$ cat src/rtl/alu_seq_core.sv
`default_nettype none
// ============================================================================
// Module      : alu_seq_core
// Description : Registered ALU core with a valid/ready handshake on both
//               sides. Single-cycle ADD/SUB/CMP/AND/OR/XOR and a multi-cycle
//               shift-add unsigned multiply. Results and flags are held in
//               output registers until the consumer accepts them.
// Revision    : 1.0 - initial release
// ============================================================================
module alu_seq_core #(
    parameter int WIDTH = 4,
    parameter int CNT_W = $clog2(WIDTH) + 1
) (
    input  logic               clk,
    input  logic               rst,
    input  logic               in_valid,
    output logic               in_ready,
    input  logic [2:0]         op,
    input  logic [WIDTH-1:0]   a,
    input  logic [WIDTH-1:0]   b,
    output logic               out_valid,
    input  logic               out_ready,
    output logic [2*WIDTH-1:0] y,
    output logic               cout,
    output logic               sign,
    output logic               err
);

    // Opcode encodings
    localparam logic [2:0] c_OP_ADD = 3'b000;
    localparam logic [2:0] c_OP_SUB = 3'b001;
    localparam logic [2:0] c_OP_CMP = 3'b010;
    localparam logic [2:0] c_OP_AND = 3'b011;
    localparam logic [2:0] c_OP_OR  = 3'b100;
    localparam logic [2:0] c_OP_XOR = 3'b101;
    localparam logic [2:0] c_OP_MUL = 3'b110;

    // State encodings
    localparam logic [1:0] S_IDLE = 2'd0;
    localparam logic [1:0] S_BUSY = 2'd1;
    localparam logic [1:0] S_DONE = 2'd2;

    // Last multiply iteration: one iteration per bit of b
    localparam logic [CNT_W-1:0] c_CNT_LAST = CNT_W'(WIDTH - 1);

    // Reject unsupported widths at elaboration
    generate
        if (WIDTH < 2 || WIDTH > 32) begin : g_bad_width
            $error("alu_seq_core: WIDTH must be in 2..32");
        end
    endgenerate

    logic [1:0]         r_state;
    logic               r_out_valid;
    logic [2*WIDTH-1:0] r_y;
    logic               r_cout;
    logic               r_sign;
    logic               r_err;
    logic [CNT_W-1:0]   r_cnt;
    logic [2*WIDTH-1:0] r_acc;
    logic [2*WIDTH-1:0] r_a_shift;
    logic [WIDTH-1:0]   r_b_shift;

    logic               w_accept;
    logic [WIDTH:0]     w_sum;
    logic               w_lt;
    logic               w_eq;
    logic               w_gt;
    logic [WIDTH-1:0]   w_diff;
    logic [2*WIDTH-1:0] w_res_y;
    logic               w_res_cout;
    logic               w_res_sign;
    logic               w_res_err;
    logic [2*WIDTH-1:0] w_acc_next;

    // Ready while idle, or while the held result is being consumed this cycle
    assign in_ready = !rst && ((r_state == S_IDLE) || ((r_state == S_DONE) && out_ready));
    assign w_accept = in_valid && in_ready;

    assign out_valid = r_out_valid;
    assign y         = r_y;
    assign cout      = r_cout;
    assign sign      = r_sign;
    assign err       = r_err;

    // Shared arithmetic for the single-cycle operations
    assign w_sum  = {1'b0, a} + {1'b0, b};
    assign w_lt   = (a < b);
    assign w_eq   = (a == b);
    assign w_gt   = (a > b);
    assign w_diff = w_lt ? (b - a) : (a - b);

    // Next accumulator value: add the shifted multiplicand when the current multiplier bit is set
    assign w_acc_next = r_acc + (r_b_shift[0] ? r_a_shift : '0);

    // Single-cycle result selection; illegal opcode yields zero with err set
    always_comb begin
        w_res_y    = '0;
        w_res_cout = 1'b0;
        w_res_sign = 1'b0;
        w_res_err  = 1'b0;
        case (op)
            c_OP_ADD: begin
                w_res_y    = {{WIDTH{1'b0}}, w_sum[WIDTH-1:0]};
                w_res_cout = w_sum[WIDTH];
            end
            c_OP_SUB: begin
                w_res_y    = {{WIDTH{1'b0}}, w_diff};
                w_res_sign = w_lt;
            end
            c_OP_CMP: w_res_y = {{(2*WIDTH-3){1'b0}}, w_gt, w_eq, w_lt};
            c_OP_AND: w_res_y = {{WIDTH{1'b0}}, a & b};
            c_OP_OR:  w_res_y = {{WIDTH{1'b0}}, a | b};
            c_OP_XOR: w_res_y = {{WIDTH{1'b0}}, a ^ b};
            c_OP_MUL: w_res_y = '0;
            default:  w_res_err = 1'b1;
        endcase
    end

    // Control FSM, multiplier datapath and output registers
    always_ff @(posedge clk or posedge rst) begin
        if (rst) begin
            r_state     <= S_IDLE;
            r_out_valid <= 1'b0;
            r_y         <= '0;
            r_cout      <= 1'b0;
            r_sign      <= 1'b0;
            r_err       <= 1'b0;
            r_cnt       <= '0;
            r_acc       <= '0;
            r_a_shift   <= '0;
            r_b_shift   <= '0;
        end else begin
            case (r_state)
                S_IDLE, S_DONE: begin
                    if (w_accept) begin
                        if (op == c_OP_MUL) begin
                            // Latch operands; outputs keep their last values until the product lands
                            r_state     <= S_BUSY;
                            r_out_valid <= 1'b0;
                            r_a_shift   <= {{WIDTH{1'b0}}, a};
                            r_b_shift   <= b;
                            r_acc       <= '0;
                            r_cnt       <= '0;
                        end else begin
                            r_state     <= S_DONE;
                            r_out_valid <= 1'b1;
                            r_y         <= w_res_y;
                            r_cout      <= w_res_cout;
                            r_sign      <= w_res_sign;
                            r_err       <= w_res_err;
                        end
                    end else if ((r_state == S_DONE) && out_ready) begin
                        r_state     <= S_IDLE;
                        r_out_valid <= 1'b0;
                    end
                end
                S_BUSY: begin
                    r_acc     <= w_acc_next;
                    r_a_shift <= r_a_shift << 1;
                    r_b_shift <= r_b_shift >> 1;
                    r_cnt     <= r_cnt + 1'b1;
                    if (r_cnt == c_CNT_LAST) begin
                        r_state     <= S_DONE;
                        r_out_valid <= 1'b1;
                        r_y         <= w_acc_next;
                        r_cout      <= 1'b0;
                        r_sign      <= 1'b0;
                        r_err       <= 1'b0;
                    end
                end
                default: begin
                    r_state     <= S_IDLE;
                    r_out_valid <= 1'b0;
                end
            endcase
        end
    end

endmodule
`default_nettype wire

$ cat config.mk
export PLATFORM = sky130hd
export DESIGN_NAME = alu_seq_core
export DESIGN_NICKNAME = d
export VERILOG_FILES = /design/src/rtl/alu_seq_core.sv
export SDC_FILE = /design/constraint.sdc
export NUM_CORES = 1
export LEC_CHECK = 0
export CORE_MARGIN = 1.5
export CORE_UTILIZATION = 57
export CTS_CLUSTER_DIAMETER = 60
export DETAILED_ROUTE_END_ITERATION = 8
export PLACE_DENSITY = 0.79
export SKIP_LAST_GASP = 1
export SLEW_MARGIN = 30
export SYNTH_ARGS = -nofsm -noshare
export SYNTH_HDL_FRONTEND = slang
export SYNTH_SLANG_ARGS = --single-unit
$ cat constraint.sdc
create_clock -name clk -period 3 [get_ports clk]
set_clock_uncertainty 0.2 [all_clocks]
set_input_delay 0.3 -clock clk [delete_from_list [all_inputs] [get_ports clk]]
set_output_delay 0.3 -clock clk [all_outputs]
set_load 0.01 [all_outputs]
==> results of run 1 <==
## per-layer routing
| layer | up-vias | GRT usage [%] | share of wire [%] |
|---|---|---|---|
| met2 | 63 | 35.6 | 43 |
| met3 | 10 | 4.80 | 5.4 |
| li1 | 1052 | - | - |
| met1 | 967 | 34.9 | 50 |
| met5 | - | 0 | 0 |
| met4 | 0 | 7.41 | 1.5 |
## Yosys cell counts (all sizes together) (4+ instances only)
| cell | number | area (sq um) |
|---|---|---|
| nor2b | 8 | 50.1 |
| inv | 18 | 67.6 |
| o31ai | 5 | 37.5 |
| a22o | 7 | 61.3 |
| o211ai | 5 | 37.5 |
| nor2 | 14 | 52.6 |
| o21bai | 4 | 30.0 |
| buf | 4 | 26.3 |
| a21oi | 13 | 65.1 |
| dfrtp | 36 | 901 |
| mux2i | 7 | 70.1 |
| fa | 4 | 80.1 |
| o21ai | 25 | 125 |
| xor2 | 4 | 35.0 |
| nor3 | 5 | 25.0 |
| nand2b | 5 | 31.3 |
| clkbuf | 9 | 33.8 |
| and2 | 8 | 50.1 |
| nand2 | 41 | 154 |
| xnor2 | 4 | 35.0 |
| ha | 24 | 300 |
## worst max-delay path: stages
cell             delay (ns)
clkdlybuf4s50_1        0.42
inv_1                  0.09
ha_1                   0.16
inv_1                  0.05
fa_1                   0.40
nor3b_1                0.17
or3_1                  0.42
mux2i_1                0.18
o221ai_1               0.13
a221oi_1               0.27
nor2_1                 0.06
## cell families after synthesis
group	Yosys count	share of synthesized area (%)
simple gates	90	16.9
compound gates	78	20.6
flops	36	36.1
buf+inv	31	5.11
fa+ha+maj	28	15.2
xor+xnor	8	2.81
mux	8	3.26
## how the worst max path moves through the flow
| stage | start | to | slack (ns) | cells after the start |
|---|---|---|---|---|
| 2_1_floorplan | a[0] | y[1]$_DFFE_PP0P_ | 0.51 | 11 |
| 5_1_grt | a[0] | y[1]$_DFFE_PP0P_ | 0.14 | 11 |
| 3_3_place_gp | a[0] | y[1]$_DFFE_PP0P_ | 0.05 | 11 |
| 4_1_cts | a[0] | y[1]$_DFFE_PP0P_ | 0.32 | 11 |
| 6_report | a[0] | y[1]$_DFFE_PP0P_ | 0.32 | 11 |
| 3_5_place_dp | a[0] | y[1]$_DFFE_PP0P_ | 0.01 | 11 |
## placed cells by master (no fill, tap or decap), types with 3 or more instances in the layout
cell type         n
clkbuf_8          5
dfrtp_1          36
fa_1              4
mux2i_1           7
a22o_1            7
ha_1             24
nor2_1           13
and2_1            8
xor2_1            4
o21ai_0          24
a31oi_1           3
clkdlybuf4s50_1  27
o211ai_1          5
nor2b_1           7
nor3_1            5
inv_1            18
o21bai_1          4
nand2_1          41
xnor2_1           4
o31ai_1           5
a21o_1            3
nand2b_1          5
buf_4            17
a21oi_1          13
## registers in the layout (all words and copies together) (netlist names)
signal / cells
r_acc: 8
r_cnt: 3
cout: 1
r_state: 2
r_a_shift: 8
r_b_shift: 4
y: 8
err: 1
sign: 1
## stage by stage
stage / power [mW] / cell area, sq um / hold slack [ns]
after detailed placement: 1.50 / 2900 / 0.265
after global routing: 2.06 / 3010 / 0.292
after global placement: 1.48 / 2900 / 0.253
after CTS: 1.93 / 3010 / 0.250
final: 1.92 / 3010 / 0.229
after floorplan: 1.26 / 2500 / 0.217
## layout make-up
type                       instances  share of cell area, %
timing repair buffer              44                   13.2
sequential                        36                   29.9
clock buffer                       6                   2.41
tap                               50                   2.08
multi-input combinational        212                   48.9
inverter                          18                   2.25
clock inverter                     2                   1.16
## where the power goes
| group | switching [mW] | leakage [nW] | total [mW] | internal (mW) |
|---|---|---|---|---|
| Combinational | 0.369 | 0.873 | 0.724 | 0.355 |
| Sequential | 0.119 | 0.468 | 0.771 | 0.652 |
| Clock | 0.178 | 0.0552 | 0.424 | 0.247 |
| Total | 0.665 | 1.40 | 1.92 | 1.25 |
==> flow_metrics.env, run 1 <==
export IMPL_fill_cells=314
export IMPL_fin_crit_ns=2.68
export IMPL_area_growth_pct=20.6
export IMPL_antenna_found_initial=0
export IMPL_grt_pass1_wl_um=9180
export IMPL_synth_seq_cells=36
export IMPL_final_antenna_net_count=0
export IMPL_vdd_drop_max_uv=411
export IMPL_synth_area_per_cell_sq_um=8.95
export IMPL_ys_async_sr_fraction_pct=100
export IMPL_place_inst=360
export IMPL_p_leak_nw=1.40
export IMPL_ioPinCount=28
export IMPL_drv_slew=0
export IMPL_reg2reg_to="r_acc[6]$_DFFE_PP0P_"
export IMPL_grt_pass1_vias=1926
export IMPL_hold_viol=0
export IMPL_critical_path_class="input port to flop"
export IMPL_drv_cap=0
export IMPL_utilization_pct=73.1
export IMPL_syn_instance_count=279
export IMPL_cts_resized=0
export IMPL_regArea_sq_um=901
export IMPL_critPathLaunchType="input port"
export IMPL_post_cts_buffers=0
export IMPL_start_util_pct=60.7
export IMPL_cts_tree="yes"
export IMPL_fp_dieW_um=69.2
export IMPL_portBuffers=27
export IMPL_required_ns=2.98
export IMPL_wirelength_um=5360
export IMPL_path_clk_slew_ns=0.07
export IMPL_reg2reg_slack_ns=0.36
export IMPL_crit_path_max_fanout=3
export IMPL_setup_viol=0
export IMPL_timing_setup_tns_ns=0
export IMPL_r2r_start="r_b_shift[0]$_DFFE_PP0P_"
export IMPL_syn_num_nets=322
export IMPL_drt_iter0_drc=175
export IMPL_slew_headroom_pct=58.0
export IMPL_worstSkewPairLatency_ns=0.30
export IMPL_hpwl_um=4070
export IMPL_gp_congestion=0.983
export IMPL_ys_types=44
export IMPL_vias_per_cell=5.68
export IMPL_drtPass1Iterations=4
export IMPL_rows=23
export IMPL_postCtsHoldBufs=0
export IMPL_rsz0062_at_grt="false"
export IMPL_multi_input_area_sq_um=1470
export IMPL_grt_max_degree=37
export IMPL_grt_ovfl_total=0
export IMPL_ys_warnings_count=0
export IMPL_synth_flop_cell="dfrtp_1"
export IMPL_fin_ws_ns=0.322
export IMPL_synth_edf_count=0
export IMPL_worstPathArrival_ns=2.66
export IMPL_core_area_sq_um=4120
export IMPL_cts_buffers=5
export IMPL_status="finished, final reports clean"
export IMPL_hold_path_class="input port to asynchronous set/reset pin"
export IMPL_period_share_pct=89.3
export IMPL_drc_errors=0
export IMPL_root_buffer="clkbuf_8"
export IMPL_cts_max_level=2
export IMPL_r2r_cells=9
export IMPL_wire_per_inst_um=14.6
export IMPL_syn_area_sq_um=2500
export IMPL_die_h_um=69.2
export IMPL_clk_path_buf_depth=2
export IMPL_insertedDiodeCount=0
export IMPL_worst_pin_slew_ns=0.629
export IMPL_dp_slack_ns=0.0119
export IMPL_endpoint_kind="flop"
export IMPL_ys_seq_area_share_pct=36.1
export IMPL_grt_use_total_pct=23.8
export IMPL_max_freq_mhz=373
export IMPL_nets=360
export IMPL_drive_gt1_share_pct=9.75
export IMPL_die_area_sq_um=4790
export IMPL_vias=2092
export IMPL_p_per_area_nw_per_um2=638
export IMPL_cts_sinks=36
export IMPL_final_cells=368
No activity file was read; power rests on OpenSTA's default activity.
==> inputs of run 2 (changes only) <==
Settings changed: ABC_CLOCK_PERIOD_IN_PS set to 3000, CTS_CLUSTER_SIZE set to 16.
==> results of run 2 <==
Same layout as run 1: the final DEF is identical, and so are final timing and power.
